$ cat config.mk
export PLATFORM = sky130hd
export DESIGN_NAME = load_store_unit_flat
export DESIGN_NICKNAME = d
export VERILOG_FILES = /design/src/rtl/lsu_if.sv /design/src/rtl/load_store_unit.sv /design/src/flat_wrapper.sv
export SDC_FILE = /design/constraint.sdc
export NUM_CORES = 1
export LEC_CHECK = 0
export BUFFER_PORTS_ARGS = -buffer_cell sky130_fd_sc_hd__buf_4
export CORE_MARGIN = 2
export CORE_UTILIZATION = 35
export CTS_CLUSTER_DIAMETER = 120
export DETAILED_ROUTE_END_ITERATION = 10
export PLACE_DENSITY_LB_ADDON = 0.25
export SYNTH_ARGS = -nofsm -noshare
export SYNTH_HDL_FRONTEND = slang
export SYNTH_SLANG_ARGS = --single-unit
$ cat constraint.sdc
create_clock -name clk -period 4.9 [get_ports clk]
set_input_delay 0.245 -clock clk [delete_from_list [all_inputs] [get_ports clk]]
set_output_delay 0.245 -clock clk [all_outputs]
set_load 0.02 [all_outputs]
$ cat src/rtl/lsu_if.sv
// Bus bundle for the load/store unit: EX-stage request, data-memory strobes and completion response.
// The LSU is the slave of the request channel and drives the memory and response signals.
interface lsu_if;
    logic        req_valid;
    logic        req_ready;
    logic [5:0]  req_opcode;
    logic [31:0] req_addr;
    logic [31:0] req_wdata;

    logic [31:0] mem_addr;
    logic        mem_read;
    logic        mem_write;
    logic [31:0] mem_wdata;
    logic [31:0] mem_rdata;

    logic        resp_valid;
    logic [31:0] resp_data;
    logic        resp_err;

    modport slave (
        input  req_valid, req_opcode, req_addr, req_wdata, mem_rdata,
        output req_ready, mem_addr, mem_read, mem_write, mem_wdata,
        output resp_valid, resp_data, resp_err
    );

    modport master (
        output req_valid, req_opcode, req_addr, req_wdata, mem_rdata,
        input  req_ready, mem_addr, mem_read, mem_write, mem_wdata,
        input  resp_valid, resp_data, resp_err
    );
endinterface

$ cat src/rtl/load_store_unit.sv
// MIPS load/store unit: byte/half/word loads with extension, sub-word stores by read-modify-write.
// Optional macro LSU_MISALIGN_CHECK_EN rejects misaligned halfword/word accesses with resp_err.
//
// state   | meaning
// --------+-------------------------------------------------------------
// IDLE    | req_ready high, waiting for a request
// RD_REQ  | mem_read strobe asserted for the latched word address
// RD_WAIT | mem_rdata valid; load result or store merge computed
// WR      | mem_write strobe asserted with the full word
// DONE    | resp_valid pulse, resp_data/resp_err updated
module load_store_unit (
    input  logic  clk,
    input  logic  rst_n,
    lsu_if.slave  bus
);

    localparam logic [5:0] OP_LB  = 6'h20;
    localparam logic [5:0] OP_LH  = 6'h21;
    localparam logic [5:0] OP_LW  = 6'h23;
    localparam logic [5:0] OP_LBU = 6'h24;
    localparam logic [5:0] OP_LHU = 6'h25;
    localparam logic [5:0] OP_SB  = 6'h28;
    localparam logic [5:0] OP_SH  = 6'h29;
    localparam logic [5:0] OP_SW  = 6'h2B;

    typedef enum logic [2:0] {
        IDLE    = 3'd0,
        RD_REQ  = 3'd1,
        RD_WAIT = 3'd2,
        WR      = 3'd3,
        DONE    = 3'd4
    } state_t;

    state_t      state;
    state_t      state_next;

    logic [5:0]  op_q;
    logic [1:0]  lane_q;
    logic [31:0] wdata_q;

    logic [31:0] mem_addr_q;
    logic [31:0] mem_wdata_q;
    logic        mem_read_q;
    logic        mem_write_q;
    logic        resp_valid_q;
    logic [31:0] resp_data_q;
    logic        resp_err_q;

    logic [31:0] mem_wdata_next;
    logic [31:0] resp_data_next;
    logic        resp_err_next;

    logic        accept;
    logic        req_supported;
    logic        req_misaligned;

    function automatic logic is_load(input logic [5:0] op);
        return op inside {OP_LB, OP_LH, OP_LW, OP_LBU, OP_LHU};
    endfunction

    function automatic logic is_store(input logic [5:0] op);
        return op inside {OP_SB, OP_SH, OP_SW};
    endfunction

    function automatic logic [31:0] load_extend(
        input logic [5:0]  op,
        input logic [1:0]  lane,
        input logic [31:0] rdata
    );
        logic [7:0]  b;
        logic [15:0] h;
        b = rdata[{lane, 3'b000} +: 8];
        h = lane[1] ? rdata[31:16] : rdata[15:0];
        case (op)
            OP_LB:   return {{24{b[7]}}, b};
            OP_LBU:  return {24'h000000, b};
            OP_LH:   return {{16{h[15]}}, h};
            OP_LHU:  return {16'h0000, h};
            default: return rdata;
        endcase
    endfunction

    // Only the addressed lane is replaced; the rest of the word comes back from memory.
    function automatic logic [31:0] store_merge(
        input logic [5:0]  op,
        input logic [1:0]  lane,
        input logic [31:0] wdata,
        input logic [31:0] rdata
    );
        logic [31:0] w;
        w = rdata;
        if (op == OP_SB) begin
            w[{lane, 3'b000} +: 8] = wdata[7:0];
        end else if (lane[1]) begin
            w[31:16] = wdata[15:0];
        end else begin
            w[15:0] = wdata[15:0];
        end
        return w;
    endfunction

    assign accept        = (state == IDLE) && bus.req_valid;
    assign req_supported = is_load(bus.req_opcode) || is_store(bus.req_opcode);

`ifdef LSU_MISALIGN_CHECK_EN
    always_comb begin
        req_misaligned = 1'b0;
        case (bus.req_opcode)
            OP_LH, OP_LHU, OP_SH: req_misaligned = bus.req_addr[0];
            OP_LW, OP_SW:         req_misaligned = (bus.req_addr[1:0] != 2'b00);
            default:              req_misaligned = 1'b0;
        endcase
    end
`else
    assign req_misaligned = 1'b0;
`endif

    always_comb begin
        state_next     = state;
        mem_wdata_next = mem_wdata_q;
        resp_data_next = resp_data_q;
        resp_err_next  = resp_err_q;
        case (state)
            IDLE: begin
                if (bus.req_valid) begin
                    if (!req_supported || req_misaligned) begin
                        state_next     = DONE;
                        resp_data_next = 32'h0;
                        resp_err_next  = 1'b1;
                    end else if (bus.req_opcode == OP_SW) begin
                        state_next     = WR;
                        mem_wdata_next = bus.req_wdata;
                    end else begin
                        state_next     = RD_REQ;
                    end
                end
            end
            RD_REQ: begin
                state_next = RD_WAIT;
            end
            RD_WAIT: begin
                if (is_load(op_q)) begin
                    state_next     = DONE;
                    resp_data_next = load_extend(op_q, lane_q, bus.mem_rdata);
                    resp_err_next  = 1'b0;
                end else begin
                    state_next     = WR;
                    mem_wdata_next = store_merge(op_q, lane_q, wdata_q, bus.mem_rdata);
                end
            end
            WR: begin
                state_next     = DONE;
                resp_data_next = 32'h0;
                resp_err_next  = 1'b0;
            end
            DONE: begin
                state_next = IDLE;
            end
            default: begin
                state_next = IDLE;
            end
        endcase
    end

    // Strobes and the response pulse are registered from the next state so they line up with it.
    always_ff @(posedge clk) begin
        if (!rst_n) begin
            state        <= IDLE;
            op_q         <= 6'h00;
            lane_q       <= 2'b00;
            wdata_q      <= 32'h0;
            mem_addr_q   <= 32'h0;
            mem_wdata_q  <= 32'h0;
            mem_read_q   <= 1'b0;
            mem_write_q  <= 1'b0;
            resp_valid_q <= 1'b0;
            resp_data_q  <= 32'h0;
            resp_err_q   <= 1'b0;
        end else begin
            state        <= state_next;
            mem_read_q   <= (state_next == RD_REQ);
            mem_write_q  <= (state_next == WR);
            resp_valid_q <= (state_next == DONE);
            mem_wdata_q  <= mem_wdata_next;
            resp_data_q  <= resp_data_next;
            resp_err_q   <= resp_err_next;
            if (accept) begin
                op_q       <= bus.req_opcode;
                lane_q     <= bus.req_addr[1:0];
                wdata_q    <= bus.req_wdata;
                mem_addr_q <= {2'b00, bus.req_addr[31:2]};
            end
        end
    end

    assign bus.req_ready  = (state == IDLE);
    assign bus.mem_addr   = mem_addr_q;
    assign bus.mem_read   = mem_read_q;
    assign bus.mem_write  = mem_write_q;
    assign bus.mem_wdata  = mem_wdata_q;
    assign bus.resp_valid = resp_valid_q;
    assign bus.resp_data  = resp_data_q;
    assign bus.resp_err   = resp_err_q;

endmodule

$ cat src/flat_wrapper.sv
// flat-port wrapper written by rule: the top's interface ports become plain ports
module load_store_unit_flat 
  (clk, rst_n, bus_req_valid, bus_req_opcode, bus_req_addr, bus_req_wdata, bus_mem_rdata, bus_req_ready, bus_mem_addr, bus_mem_read, bus_mem_write, bus_mem_wdata, bus_resp_valid, bus_resp_data, bus_resp_err);
  lsu_if bus_i ();
  input  logic clk;
  input  logic rst_n;
  input wire logic [$bits(bus_i.req_valid)-1:0] bus_req_valid;
  input wire logic [$bits(bus_i.req_opcode)-1:0] bus_req_opcode;
  input wire logic [$bits(bus_i.req_addr)-1:0] bus_req_addr;
  input wire logic [$bits(bus_i.req_wdata)-1:0] bus_req_wdata;
  input wire logic [$bits(bus_i.mem_rdata)-1:0] bus_mem_rdata;
  output wire logic [$bits(bus_i.req_ready)-1:0] bus_req_ready;
  output wire logic [$bits(bus_i.mem_addr)-1:0] bus_mem_addr;
  output wire logic [$bits(bus_i.mem_read)-1:0] bus_mem_read;
  output wire logic [$bits(bus_i.mem_write)-1:0] bus_mem_write;
  output wire logic [$bits(bus_i.mem_wdata)-1:0] bus_mem_wdata;
  output wire logic [$bits(bus_i.resp_valid)-1:0] bus_resp_valid;
  output wire logic [$bits(bus_i.resp_data)-1:0] bus_resp_data;
  output wire logic [$bits(bus_i.resp_err)-1:0] bus_resp_err;
  assign bus_i.req_valid = bus_req_valid;
  assign bus_i.req_opcode = bus_req_opcode;
  assign bus_i.req_addr = bus_req_addr;
  assign bus_i.req_wdata = bus_req_wdata;
  assign bus_i.mem_rdata = bus_mem_rdata;
  assign bus_req_ready = bus_i.req_ready;
  assign bus_mem_addr = bus_i.mem_addr;
  assign bus_mem_read = bus_i.mem_read;
  assign bus_mem_write = bus_i.mem_write;
  assign bus_mem_wdata = bus_i.mem_wdata;
  assign bus_resp_valid = bus_i.resp_valid;
  assign bus_resp_data = bus_i.resp_data;
  assign bus_resp_err = bus_i.resp_err;
  load_store_unit u_core (.clk(clk), .rst_n(rst_n), .bus(bus_i));
endmodule
== Word level (Yosys, flattened, before mapping) ==
Index checks and enable logic that the tools add are counted.
Storage, ports and cells
  flip-flop bits (word level): 125
  word-level logic and storage cells: 75
Operators by class
  add/sub/neg operators: 1
  equality and inequality tests: 26
  shift operators: 3
  multiplexer cells: 24
  reductions and logical operators: 10
Operator list (count)
  two-way mux 32 bit: 8
  case mux 32 bit (4 select lines): 1
  case mux 32 bit (3 select lines): 1
  equality test 6 bit, second input constant: 14
  case mux 32 bit (2 select lines): 1
  two-way mux 16 bit: 3
  bitwise mux 32 bit: 1
  variable shift 8 x 7 -> 32 bit, first input constant: 1
  indexed part select 32 x 6 -> 8 bit: 1
  indexed part select 8 x 7 -> 32 bit: 1
  case mux 3 bit (4 select lines): 1
  nonzero test 5 bit: 2
  equality test 3 x 2 -> 1 bit, second input constant: 3
  two-way mux 3 bit: 3
  negator 5 -> 7 bit: 1
  equality test 3 x 1 -> 1 bit, second input constant: 2
  != test 2 x 1 -> 1 bit, second input constant: 3
  != test 2 bit, second input constant: 3
  nonzero test 3 bit: 2
  AND reduction 5 bit: 1
  AND reduction 4 bit: 1
  equality test 3 bit, second input constant: 1
  logical NOT 3 bit: 1
  two-way mux 1 bit: 3
  other kinds (5): 5

== Depth between registers and ports, before layout ==
Gate-level depths: netlist of run 1.
  depth in word-level cells: 7
  depth in mapped cells: 9

== Worst setup path after synthesis of run 1 ==
Ideal clock, no wire load.
  path type: flip-flop to flip-flop
  start: reg u_core.lane_q[1]
  end: reg u_core.mem_wdata_q[30] (netlist: u_core.bus.mem_wdata[30])
  setup time: 0.074 ns
  data arrival time: 2.130 ns
  required time: 4.826 ns
  slack: 2.696 ns
  stages on the path, launching flop included: 9
  path buffers: 2
  cell sequence: dfxtp_1 > clkbuf_1 > inv_1 > ha_1 > or4b_2 > buf_1 > o22ai_1 > o21ai_0 > a31oi_1
On the way
  longest elaborated chain between the ends: 6
  elaborated cells on any way between the ends: 8
  those cells by class: 1 x add/sub; 2 x shift; 5 x mux
Ends and longest elaborated chain
  from (decl): line load_store_unit.sv:38  | logic [1:0] lane_q;
  from (signal assigned): line load_store_unit.sv:189  | lane_q <= bus.req_addr[1:0];
  negator 5 -> 7 bit: line load_store_unit.sv:93  | w[{lane, 3'b000} +: 8] = wdata[7:0];
  indexed part select 8 x 7 -> 32 bit / variable shift 8 x 7 -> 32 bit (equally long branches): line load_store_unit.sv:93
  bitwise mux 32 bit: line load_store_unit.sv:93
  two-way mux 32 bit (*): line load_store_unit.sv:92  | if (op == OP_SB) begin
  two-way mux 32 bit (*): line load_store_unit.sv:142  | if (is_load(op_q)) begin
  case mux 32 bit (2 select lines) (*): line load_store_unit.sv:123  | case (state)
  to (signal assigned): line load_store_unit.sv:184  | mem_wdata_q <= mem_wdata_next;
  to (decl): line load_store_unit.sv:42  | logic [31:0] mem_wdata_q;
Every way passes the cells marked *; elsewhere a longest branch is shown, timed or not. The select of a mux whose other input is x is not followed.
A chain may end at the register's enable or synchronous reset.

== Worst setup path in the final report of run 1 ==
  start: reg u_core.op_q[0]
  end: reg u_core.resp_data_q[23] (netlist: u_core.bus.resp_data[23])
On the way
  longest elaborated chain between the ends: 4
  elaborated cells on any way between the ends: 11
  those cells by class: 6 x eq/ne; 3 x mux; 2 x reduce/logical
Ends and longest elaborated chain
  from (decl): line load_store_unit.sv:37  | logic [5:0] op_q;
  from (signal assigned): line load_store_unit.sv:188  | op_q <= bus.req_opcode;
  equality test 6 bit (on tied branches): line load_store_unit.sv:58, load_store_unit.sv:74
  case mux 32 bit (4 select lines) / nonzero test 5 bit (equally long branches): line load_store_unit.sv:74, load_store_unit.sv:58
  two-way mux 32 bit / != test 2 x 1 -> 1 bit (equally long branches)
  case mux 32 bit (3 select lines) / AND reduction 4 bit (equally long branches)
  to (signal assigned): line load_store_unit.sv:185  | resp_data_q <= resp_data_next;
  to (decl): line load_store_unit.sv:46  | logic [31:0] resp_data_q;
Parallel ways exist; a longest one is shown, timed or not. The select of a mux whose other input is x is not followed.

==> impl_metrics.csv, run 1 <==
group,metric,value,unit
outcome,outcome,"finished clean",
die,die_h,132,um
timing,timing.slew.headroom,24.4,%
timing,slew_violations,0,
routing,postRouteAntennaNets,0,
timing,setup_ws,1840,ps
critical_path,endpoint_kind,"register",
clock_tree,post-cts-setup-buffers,0,
clock_tree,clock_latency,420,ps
clock_tree,htreeDepth,4,
layout,diodes,0,
critical_path,r2r_slack,1840,ps
clock_tree,clkTransAtPathRegs,50,ps
hold_path,hold_end,"u_core.bus.mem_addr[29]",
routing,wirelength,19100,um
clock_tree,cts_resized,0,
hold_path,hold_path_class,"in2reg",
synthesis,seq_area_frac_synth,43.3,%
clock_tree,postCtsHoldBufs,0,
placed_design,hpwl,13800,um
global_route,grt_pass1_vias,5641,
timing,grt_setup_unrepaired,"false",
critical_path,worst-path-max-fanout,18,
synthesis,async_flop_share,0,%
routing,drtIter0Drc,510,
critical_path,r2r-end,"u_core.bus.resp_data[23]",
power_and_ir_drop,p_total,2.81,mW
flow_run,drv_cap,0,
critical_path,crit_arrival,3410,ps
synthesis,netlist_area,5770,sq um
die,start_util,36.1,%
global_route,gr-total-overflow,0,
layout,areaGrowthSynthToFinish,38.9,%
die,std_cell_rows,46,
hold_path,min_path_cells,3,
routing,wire_per_inst,17.1,um
synthesis,synth_cells,719,
global_route,grt_pass1_wl,30200,um
global_route,grt_max_degree,63,
clock_tree,cts-buffers-inserted,17,
synthesis,synth_cell_types,52,
timing,setup_viol,0,
clock_tree,cts_num_sinks,125,
global_route,grtUsageTotal,21.6,%
power_and_ir_drop,cellPowerDensity,350,nW/um^2
timing,fin_crit,3060,ps
synthesis,yosys_warnings,0,
die,design.die.area,17500,sq um
routing,firstDrtPassIters,5,
critical_path,r2r_cells,5,
placed_design,port_buffers,203,
die,ioPinCount,206,
hold_path,hold_start,"bus_req_addr[31]",
clock_tree,clock_path_buffers,2,
critical_path,worst_setup_path_start_kind,"register",
synthesis,ys.flop_type,"dfxtp_1",
timing,fmax,0.327,GHz
routing,vias_per_cell,5.26,
clock_tree,tritoncts,"built",
critical_path,r2r_start,"u_core.op_q[0]",
routing,drc,0,
placed_design,dpl_worst_slack,1890,ps
critical_path,criticalPathCategory,"reg2reg",
synthesis,synth_edf_count,0,
die,core_area,16000,sq um
synthesis,avgSynthCellArea,8.03,sq um
timing,worst_pin_slew,1130,ps
layout,fin_nets,997,
routing,vias,5865,
synthesis,ys_ff_latch,125,
timing,final.setup.tns,0,ps
layout,drive_above_1_share,28.5,%
timing,post-route-period-util,62.5,%
die,die_x,132,um
critical_path,required,5250,ps
power_and_ir_drop,peakVddDrop,235,uV
clock_tree,clockRootBuffer,"clkbuf_16",
global_route,antenna_found_initial,0,
timing,hold_violations,0,
timing,finalClockSkew,12.2,ps
placed_design,gp_congestion,0.897,
power_and_ir_drop,p_leak,3.38,nW
[critical path, stage by stage (launching register included)]
cell      delay, ps
dfxtp_1         640
nand2b_1        130
a21boi_0        370
and4b_1         620
nor2b_1         960
a221o_1         270
[worst max path at each step]
| stage | slack [ps] | cells after the start | end | from |
|---|---|---|---|---|
| detailed placement | 1890 | 5 | u_core.bus.resp_data[26] | u_core.op_q[0] |
| global route | 1510 | 5 | u_core.bus.resp_data[20] | u_core.op_q[0] |
| floorplan | 2700 | 8 | u_core.bus.mem_wdata[30] | u_core.lane_q[1] |
| finish | 1840 | 5 | u_core.bus.resp_data[23] | u_core.op_q[0] |
| global placement | 2040 | 5 | u_core.bus.resp_data[19] | u_core.op_q[0] |
| CTS | 1870 | 5 | u_core.bus.resp_data[18] | u_core.op_q[0] |
[cell type report]
class / count / area, sq um
repair buffers: 211 / 1580
flip-flops and latches: 125 / 2500
fillers: 1582 / 7980
inverters: 29 / 109
well taps: 216 / 270
clock inverters: 7 / 135
clock buffers: 24 / 482
multi-input cells: 503 / 2940
[layout by cell type, fill, tap and decap left out, drive strengths merged, types with 8 or more instances in the layout]
cell type,instances
buf,211
nand2,152
dfxtp,125
a21oi,90
o21ai,52
inv,29
clkbuf,24
nor2,23
o22ai,19
nand3,16
a221o,16
mux2i,16
a221oi,16
o211ai,8
a22o,8
o2bb2ai,8
a31oi,8
o32ai,8
[flip-flops by register name (all words and copies together) (netlist names)]
signal                 cells
u_core.state               3
u_core.bus.resp_data      32
u_core.bus.mem_wdata      32
u_core.bus.resp_err        1
u_core.bus.mem_addr       30
u_core.wdata_q            16
u_core.lane_q              2
u_core.bus.mem_read        1
u_core.op_q                6
u_core.bus.mem_write       1
u_core.bus.resp_valid      1
[synth_stat cells (5+ instances only)]
library cell / number / share of area [%]
a21oi_1: 90 / 7.8
a221o_1: 16 / 2.8
a221oi_1: 16 / 2.4
a22o_1: 8 / 1.2
a22oi_1: 7 / 0.91
a31oi_1: 8 / 0.87
buf_1: 5 / 0.33
clkbuf_1: 51 / 3.3
dfxtp_1: 125 / 43
ha_1: 5 / 1.1
inv_1: 28 / 1.8
mux2i_1: 16 / 2.8
nand2_1: 152 / 9.9
nand3_1: 16 / 1.4
nor2_1: 23 / 1.5
nor2b_1: 6 / 0.65
o211ai_1: 8 / 1.0
o21ai_0: 52 / 4.5
o221ai_1: 7 / 1.1
o22ai_1: 19 / 2.1
o2bb2ai_1: 8 / 1.2
o32ai_1: 8 / 1.2
[cell families (layout without fill, tap and decap cells)]
logic type / Yosys count / in the layout / synth area share [%]
AOI/OAI and AO/OA: 258 / 258 / 29.2
and+or+nand+nor: 219 / 219 / 16.4
DFF: 125 / 125 / 43.3
buffers and inverters: 92 / 271 / 6.33
muxes: 19 / 19 / 3.55
adders and majority gates: 5 / 5 / 1.08
other: 1 / 2 / 0.0650
[power by group]
part	switching [mW]	total [mW]	internal (mW)
logic	0.217	0.376	0.159
registers	0.0434	1.10	1.06
clock network	0.442	1.33	0.887
[metrics by stage]
stage | instance area, sq um | utilization [%] | hold WS [ps] | cells
4_1_cts | 8020 | 50.1 | 54.5 | 1115
3_5_place_dp | 7400 | 46.3 | 447 | 1084
3_3_place_gp | 7400 | 46.3 | 442 | 1084
5_1_grt | 8020 | 50.1 | 65.5 | 1115
6_report | 8020 | 50.1 | 71.9 | 1115
2_1_floorplan | 5780 | - | 381 | 720
[metal layers]
metal | wire, um | part of all wire (%) | global-route usage, % | vias up
met5 | 0 | 0 | 0 | -
li1 | - | - | - | 2922
met4 | 407 | 2.1 | 7.35 | 0
met3 | 1630 | 8.5 | 7.85 | 25
met1 | 8460 | 44 | 28.0 | 2675
met2 | 8570 | 45 | 33.4 | 243
Power figures use the tool's default switching activity.
==> run 2: changes to the inputs <==
--- a/config.mk
+++ b/config.mk
@@ -5,6 +5,7 @@
 export SDC_FILE = /design/constraint.sdc
 export NUM_CORES = 1
 export LEC_CHECK = 0
+export ABC_AREA = 1
 export BUFFER_PORTS_ARGS = -buffer_cell sky130_fd_sc_hd__buf_4
 export CORE_MARGIN = 2
 export CORE_UTILIZATION = 35
==> constraint.sdc (replaced) <==
create_clock -name clk -period 2.8 [get_ports clk]
set_input_delay 0.14 -clock clk [delete_from_list [all_inputs] [get_ports clk]]
set_output_delay 0.14 -clock clk [all_outputs]
set_load 0.02 [all_outputs]
==> run 2 against run 1 <==
  * Die area up 12%
  * Register-to-register slack worse by 1300 ps
  * Sequential cell count unchanged
  * Maximum frequency up 37%
  * Utilization up 0.82 points
  * Critical endpoint is now u_core.bus.resp_data[27]
  * Final cell count up 27%
  * Area after synthesis up 13%
  * Synthesized cell count up 33%
  * First-iteration DRC count up 51%
==> impl_metrics.csv, run 2 <==
group,metric,value,unit
outcome,outcome,"finished clean",
synthesis,synth_cell_types,28,
timing,fin_crit,2240,ps
critical_path,worst-path-max-fanout,79,
global_route,gr-total-overflow,0,
global_route,antenna_found_initial,0,
die,ioPinCount,206,
routing,wirelength,24000,um
flow_run,drv_cap,0,
timing,setup_viol,0,
synthesis,synth_edf_count,0,
synthesis,ys.flop_type,"dfxtp_1",
clock_tree,htreeDepth,4,
routing,drtIter0Drc,772,
clock_tree,tritoncts,"built",
synthesis,synth.top_cells.by_area,"dfxtp_1 38%, o21ai_0 11%, nand2_1 9.8%",
layout,drive_above_1_share,22.4,%
layout,final_util,50.9,%
global_route,grt_pass1_vias,7020,
critical_path,endpoint_kind,"register",
timing,holdWs,16.5,ps
synthesis,synthTopCellsByCount,"170 x nand2_1, 149 x o21ai_0, 125 x dfxtp_1",
synthesis,netlist_area,6500,sq um
timing,timing.slew.headroom,46.9,%
synthesis,avgSynthCellArea,6.79,sq um
die,design.die.area,19700,sq um
synthesis,async_flop_share,0,%
timing,slew_violations,0,
routing,vias,7494,
synthesis,synth_compound_area_share,29.2,%
die,start_util,36.0,%
timing,hold_violations,0,
die,die_x,140,um
critical_path,criticalPathCategory,"reg2reg",
die,core_area,18100,sq um
power_and_ir_drop,p_total,5.94,mW
layout,areaGrowthSynthToFinish,41.7,%
die,die_h,140,um
timing,post-route-period-util,79.9,%
placed_design,hpwl,16400,um
clock_tree,clock_latency,430,ps
power_and_ir_drop,peakVddDrop,448,uV
routing,vias_per_cell,5.30,
global_route,grt_max_degree,80,
synthesis,synth-adder-area-share,0.962,%
layout,layout_common_cells,"216 x buf_4, 170 x nand2_1, 149 x o21ai_0",
synthesis,yosysMostFrequentCell,"nand2_1",
layout,diodes,0,
timing,grt_setup_unrepaired,"false",
die,std_cell_rows,49,
timing,worst_pin_slew,796,ps
clock_tree,cts-buffers-inserted,17,
synthesis,yosys-mux-area-fraction,0,%
layout,fin_nets,1282,
timing,finalClockSkew,10.1,ps
synthesis,synth-simple-area-share,21.7,%
layout,layout_commonest_cell,"buf_4",
critical_path,r2r_cells,6,
synthesis,ys_ff_latch,125,
global_route,grtUsageTotal,24.0,%
clock_tree,cts_num_sinks,125,
hold_path,hold_path_class,"in2reg",
clock_tree,cts_resized,0,
power_and_ir_drop,p_leak,3.97,nW
clock_tree,clockRootBuffer,"clkbuf_16",
synthesis,yosysTopAreaCellShare,38.5,%
layout,fin_area,9210,sq um
global_route,grt_pass1_wl,37700,um
critical_path,required,3070,ps
synthesis,synth_xor_xnor_area_share,0,%
synthesis,seq_area_frac_synth,38.5,%
synthesis,yosys_warnings,0,
clock_tree,clkTransAtPathRegs,60,ps
synthesis,synth_top_family_by_area,"compound AO/OA/AOI/OAI gates",
routing,drc,0,
routing,wire_per_inst,17.0,um
timing,fmax,0.447,GHz
synthesis,synth_cells,958,
placed_design,place_area,8050,sq um
timing,final.setup.tns,0,ps
critical_path,worst_setup_path_start_kind,"register",
placed_design,port_buffers,203,
routing,firstDrtPassIters,7,
critical_path,crit_arrival,2510,ps
routing,postRouteAntennaNets,0,
placed_design,gp_congestion,0.868,
power_and_ir_drop,cellPowerDensity,645,nW/um^2
hold_path,min_path_cells,3,
clock_tree,clock_path_buffers,2,
synthesis,synth_area_leader_cell,"dfxtp_1",
clock_tree,post-cts-setup-buffers,0,
[run 2: cell count changes after synthesis, moves of 16 or more]
cell,previous run,this run
a221o_1,16,0
inv_1,28,64
nor2_1,23,105
o21ai_0,52,149
a21oi_1,90,120
nand2_1,152,170
mux2i_1,16,0
o211ai_1,8,44
a221oi_1,16,0
[run 2: repair_timing]
| action | in CTS | in global routing |
|---|---|---|
| hold buffers | 55 | 0 |
| endpoints found under the hold margin | 62 | 0 |
| setup endpoints to repair | 0 | 0 |
[run 2: critical path, cell delays in order (launching register included)]
cell	delay, ps
dfxtp_2	490
buf_4	630
nand3_1	220
nand3_2	250
nand3_4	240
nand4_1	160
a21oi_1	80
[run 2: metal layers]
metal / vias up / GRT usage (%) / share of wire (%)
li1: 3686 / - / -
met1: 3446 / 33.9 / 46
met2: 330 / 37.1 / 44
met3: 32 / 5.64 / 8.4
met4: 0 / 5.95 / 1.5
met5: - / 0 / 0
[run 2: area by class of cell]
class | instances | area [sq um]
fill | 1834 | 8870
multi-input combinational | 688 | 3380
sequential | 125 | 2500
timing repair buffer | 271 | 2170
clock buffer | 17 | 425
tap | 229 | 287
inverter | 69 | 259
clock inverter | 15 | 189
[run 2: through the flow]
| step | worst slack, ps | instances |
|---|---|---|
| detailed placement | 625 | 1327 |
| floorplan | 1000 | 959 |
| CTS | 614 | 1414 |
| global route | 387 | 1414 |
| global placement | 702 | 1327 |
| finish | 563 | 1414 |
[run 2: path summary, 6_finish.rpt]
kind | from | to | slack [ps]
worst max-delay path | u_core.lane_q[1] | u_core.bus.resp_data[27] | 560
worst min-delay path | bus_req_wdata[29] | u_core.bus.mem_wdata[29] | 20
worst max register to register | u_core.lane_q[1] | u_core.bus.resp_data[27] | 560
worst min register to register | u_core.bus.resp_data[17] | u_core.bus.resp_data[17] | 470
[run 2: cell families after synthesis]
kind of cell | count (synthesis)
AO/OA/AOI/OAI | 349
flip-flops | 125
buffers and inverters | 146
adder cells (fa/ha/maj) | 5
other | 1
AND/OR/NAND/NOR | 332
[run 2: power breakdown]
group	switching [mW]	internal [mW]
logic	0.939	0.576
registers	0.139	1.96
clock network	0.914	1.41
==> run 3: changes to the inputs <==
--- a/config.mk
+++ b/config.mk
@@ -5,7 +5,7 @@
 export SDC_FILE = /design/constraint.sdc
 export NUM_CORES = 1
 export LEC_CHECK = 0
-export ABC_AREA = 1
+export ABC_AREA = 0
 export BUFFER_PORTS_ARGS = -buffer_cell sky130_fd_sc_hd__buf_4
 export CORE_MARGIN = 2
 export CORE_UTILIZATION = 35
==> constraint.sdc (replaced) <==
create_clock -name clk -period 2.1 [get_ports clk]
set_input_delay 0.105 -clock clk [delete_from_list [all_inputs] [get_ports clk]]
set_output_delay 0.105 -clock clk [all_outputs]
set_load 0.02 [all_outputs]
==> run 3 against run 2 <==
  * Wire length shrank 13%
  * Maximum frequency is 7.5% higher
  * Global-route usage decreased by 0.34 points
  * Non-clock buffer count increased by 53
  * Largest power group unchanged
  * Total power rose by 5.8%
  * Sequential cell count stayed put
  * Via count shrank 15%
  * Clock skew fell by 3.6 ps
  * Critical path depth stayed put
  * Worst hold slack better by 12 ps
==> impl_metrics.csv, run 3 (same netlist as run 1, synthesis figures left out) <==
group,metric,value,unit
outcome,outcome,"finished clean",
routing,vias,6395,
timing,grt_setup_unrepaired,"true",
routing,met1_length,8850,um
hold_path,hold_start,"bus_mem_rdata[6]",
timing,setup_viol,0,
power_and_ir_drop,switching_share,26.7,%
die,core_area,16000,sq um
power_and_ir_drop,p_leak,3.87,nW
routing,wl_met3,1710,um
clock_tree,clkTransAtPathRegs,60,ps
clock_tree,clock_path_buffers,2,
clock_tree,cts_num_sinks,125,
routing,met2_length,9730,um
layout,drive_above_1_share,29.1,%
layout,fin_nets,1110,
critical_path,worst_setup_path_start_kind,"register",
timing,fin_crit,2080,ps
layout,seqCellArea,2500,sq um
die,ioPinCount,206,
critical_path,critPathMaxStageDelay,530,ps
die,die_x,132,um
layout,fin_area,9100,sq um
global_route,grt_max_degree,63,
placed_design,port_buffers,203,
global_route,grtUsageTotal,23.7,%
routing,wirelength,20900,um
placed_design,place_area,7660,sq um
routing,firstDrtPassIters,5,
placed_design,gp_congestion,0.822,
power_and_ir_drop,p_seq_share,40.5,%
critical_path,cp_num_buf_inv,1,
power_and_ir_drop,combPwrFrac,17.7,%
routing,highest_layer,"met4",
layout,diodes,0,
global_route,antenna_found_initial,0,
clock_tree,cts-buffers-inserted,17,
critical_path,r2r_start,"u_core.op_q[1]",
timing,post-route-period-util,99.1,%
global_route,gr-total-overflow,0,
critical_path,cpLargestDelayFamily,"simple AND/OR/NAND/NOR gates",
power_and_ir_drop,p_sw,1.68,mW
power_and_ir_drop,p_int,4.61,mW
timing,fmax,0.481,GHz
critical_path,crit_arrival,2400,ps
die,die_h,132,um
placed_design,placed_cells,1114,
global_route,grt_pass1_wl,33100,um
placed_design,hpwl,14500,um
clock_tree,clock_latency,420,ps
clock_tree,clockRootBuffer,"clkbuf_16",
layout,final_util,56.9,%
hold_path,min_path_cells,3,
flow_run,drv_cap,0,
timing,final.setup.tns,0,ps
critical_path,r2r-end,"u_core.bus.mem_wdata[17]",
layout,layout_common_cells,"237 x buf_4, 151 x nand2_1, 124 x dfxtp_1",
timing,timing.slew.headroom,50.9,%
layout,layout_commonest_cell,"buf_4",
timing,worst_pin_slew,736,ps
routing,drc,0,
timing,finalClockSkew,6.48,ps
routing,wire_per_inst,17.1,um
critical_path,required,2420,ps
critical_path,endpoint_kind,"register",
die,std_cell_rows,46,
critical_path,criticalPathCategory,"reg2reg",
routing,vias_per_cell,5.21,
hold_path,hold_end,"u_core.bus.resp_data[6]",
routing,postRouteAntennaNets,0,
timing,slew_violations,0,
hold_path,hold_path_class,"in2reg",
power_and_ir_drop,cellPowerDensity,691,nW/um^2
power_and_ir_drop,peakVddDrop,565,uV
timing,hold_violations,0,
die,start_util,36.1,%
layout,finalNonFillerCells,1227,
critical_path,cp_slowest_cell,"or4b_4",
layout,multi_input_area,3010,sq um
clock_tree,tritoncts,"built",
die,design.die.area,17500,sq um
critical_path,worst-path-max-fanout,8,
layout,fillers,1448,
routing,drtIter0Drc,461,
critical_path,r2r_slack,20,ps
layout,areaGrowthSynthToFinish,57.6,%
critical_path,r2r_cells,6,
power_and_ir_drop,clockPowerShare,41.8,%
clock_tree,htreeDepth,4,
critical_path,cp_cell_sequence,"or4b_4 > or2_1 > o31ai_4 > buf_12 > a221oi_1 > o32ai_1",
global_route,grt_pass1_vias,6321,
run 3: how the worst max path moves through the flow:
stage                           from                        to  slack, ps  cells past startpoint
floorplan           u_core.lane_q[0]  u_core.bus.mem_wdata[30]         10                      8
global placement      u_core.op_q[1]  u_core.bus.mem_wdata[20]         10                      5
detailed placement    u_core.op_q[1]  u_core.bus.mem_wdata[17]        -50                      5
CTS                   u_core.op_q[1]   u_core.bus.mem_wdata[0]         20                      7
global route          u_core.op_q[1]   u_core.bus.mem_wdata[0]        -50                      7
finish                u_core.op_q[1]  u_core.bus.mem_wdata[17]         20                      6
run 3: what timing repair did:
item | 4_1_cts | 5_1_grt
buffers inserted | 1 | 1
pin swaps | 1 | 3
hold buffers | 82 | 0
endpoints found under the hold margin | 82 | 0
gates resized for setup | 1 | 17
endpoints found under the setup margin | 8 | 43
run 3: power by group through the flow:
stage	combinational [mW]	clock, mW	sequential [mW]
after floorplan	0.421	0	2.65
after global placement	0.958	0	2.59
after detailed placement	0.960	0	2.59
after CTS	1.09	2.67	2.55
after global routing	1.20	2.77	2.56
final	1.11	2.63	2.55
run 3: through the flow:
step	power [mW]	setup slack, ps	hold slack [ps]
6_report	6.29	19.7	28.2
5_1_grt	6.53	-50.6	27.2
4_1_cts	6.30	21.8	3.89
3_5_place_dp	3.55	-52.4	360
3_3_place_gp	3.55	10.2	351
2_1_floorplan	3.08	9.53	241
run 3: worst reg2reg max path: cells and delay by family (launching register included):
family | cells | cell delay [ps]
and+or+nand+nor | 2 | 840
DFF | 1 | 310
buffers and inverters | 1 | 170
AOI/OAI and AO/OA | 3 | 670
run 3: layer usage:
layer  track usage [%]  vias to the layer above
met3              7.39                       48
li1                  -                     3142
met1              29.3                     2939
met2              37.6                      266
met4              11.2                        0
met5                 0                        -
run 3: final cells by class:
type                    instances  area share (%)
well taps                     216            2.97
clock inverters                 1          0.0550
inverters                      29            1.20
multi-input cells             503            33.1
repair buffers                324            29.6
clock buffers                  29            5.61
flip-flops and latches        125            27.5
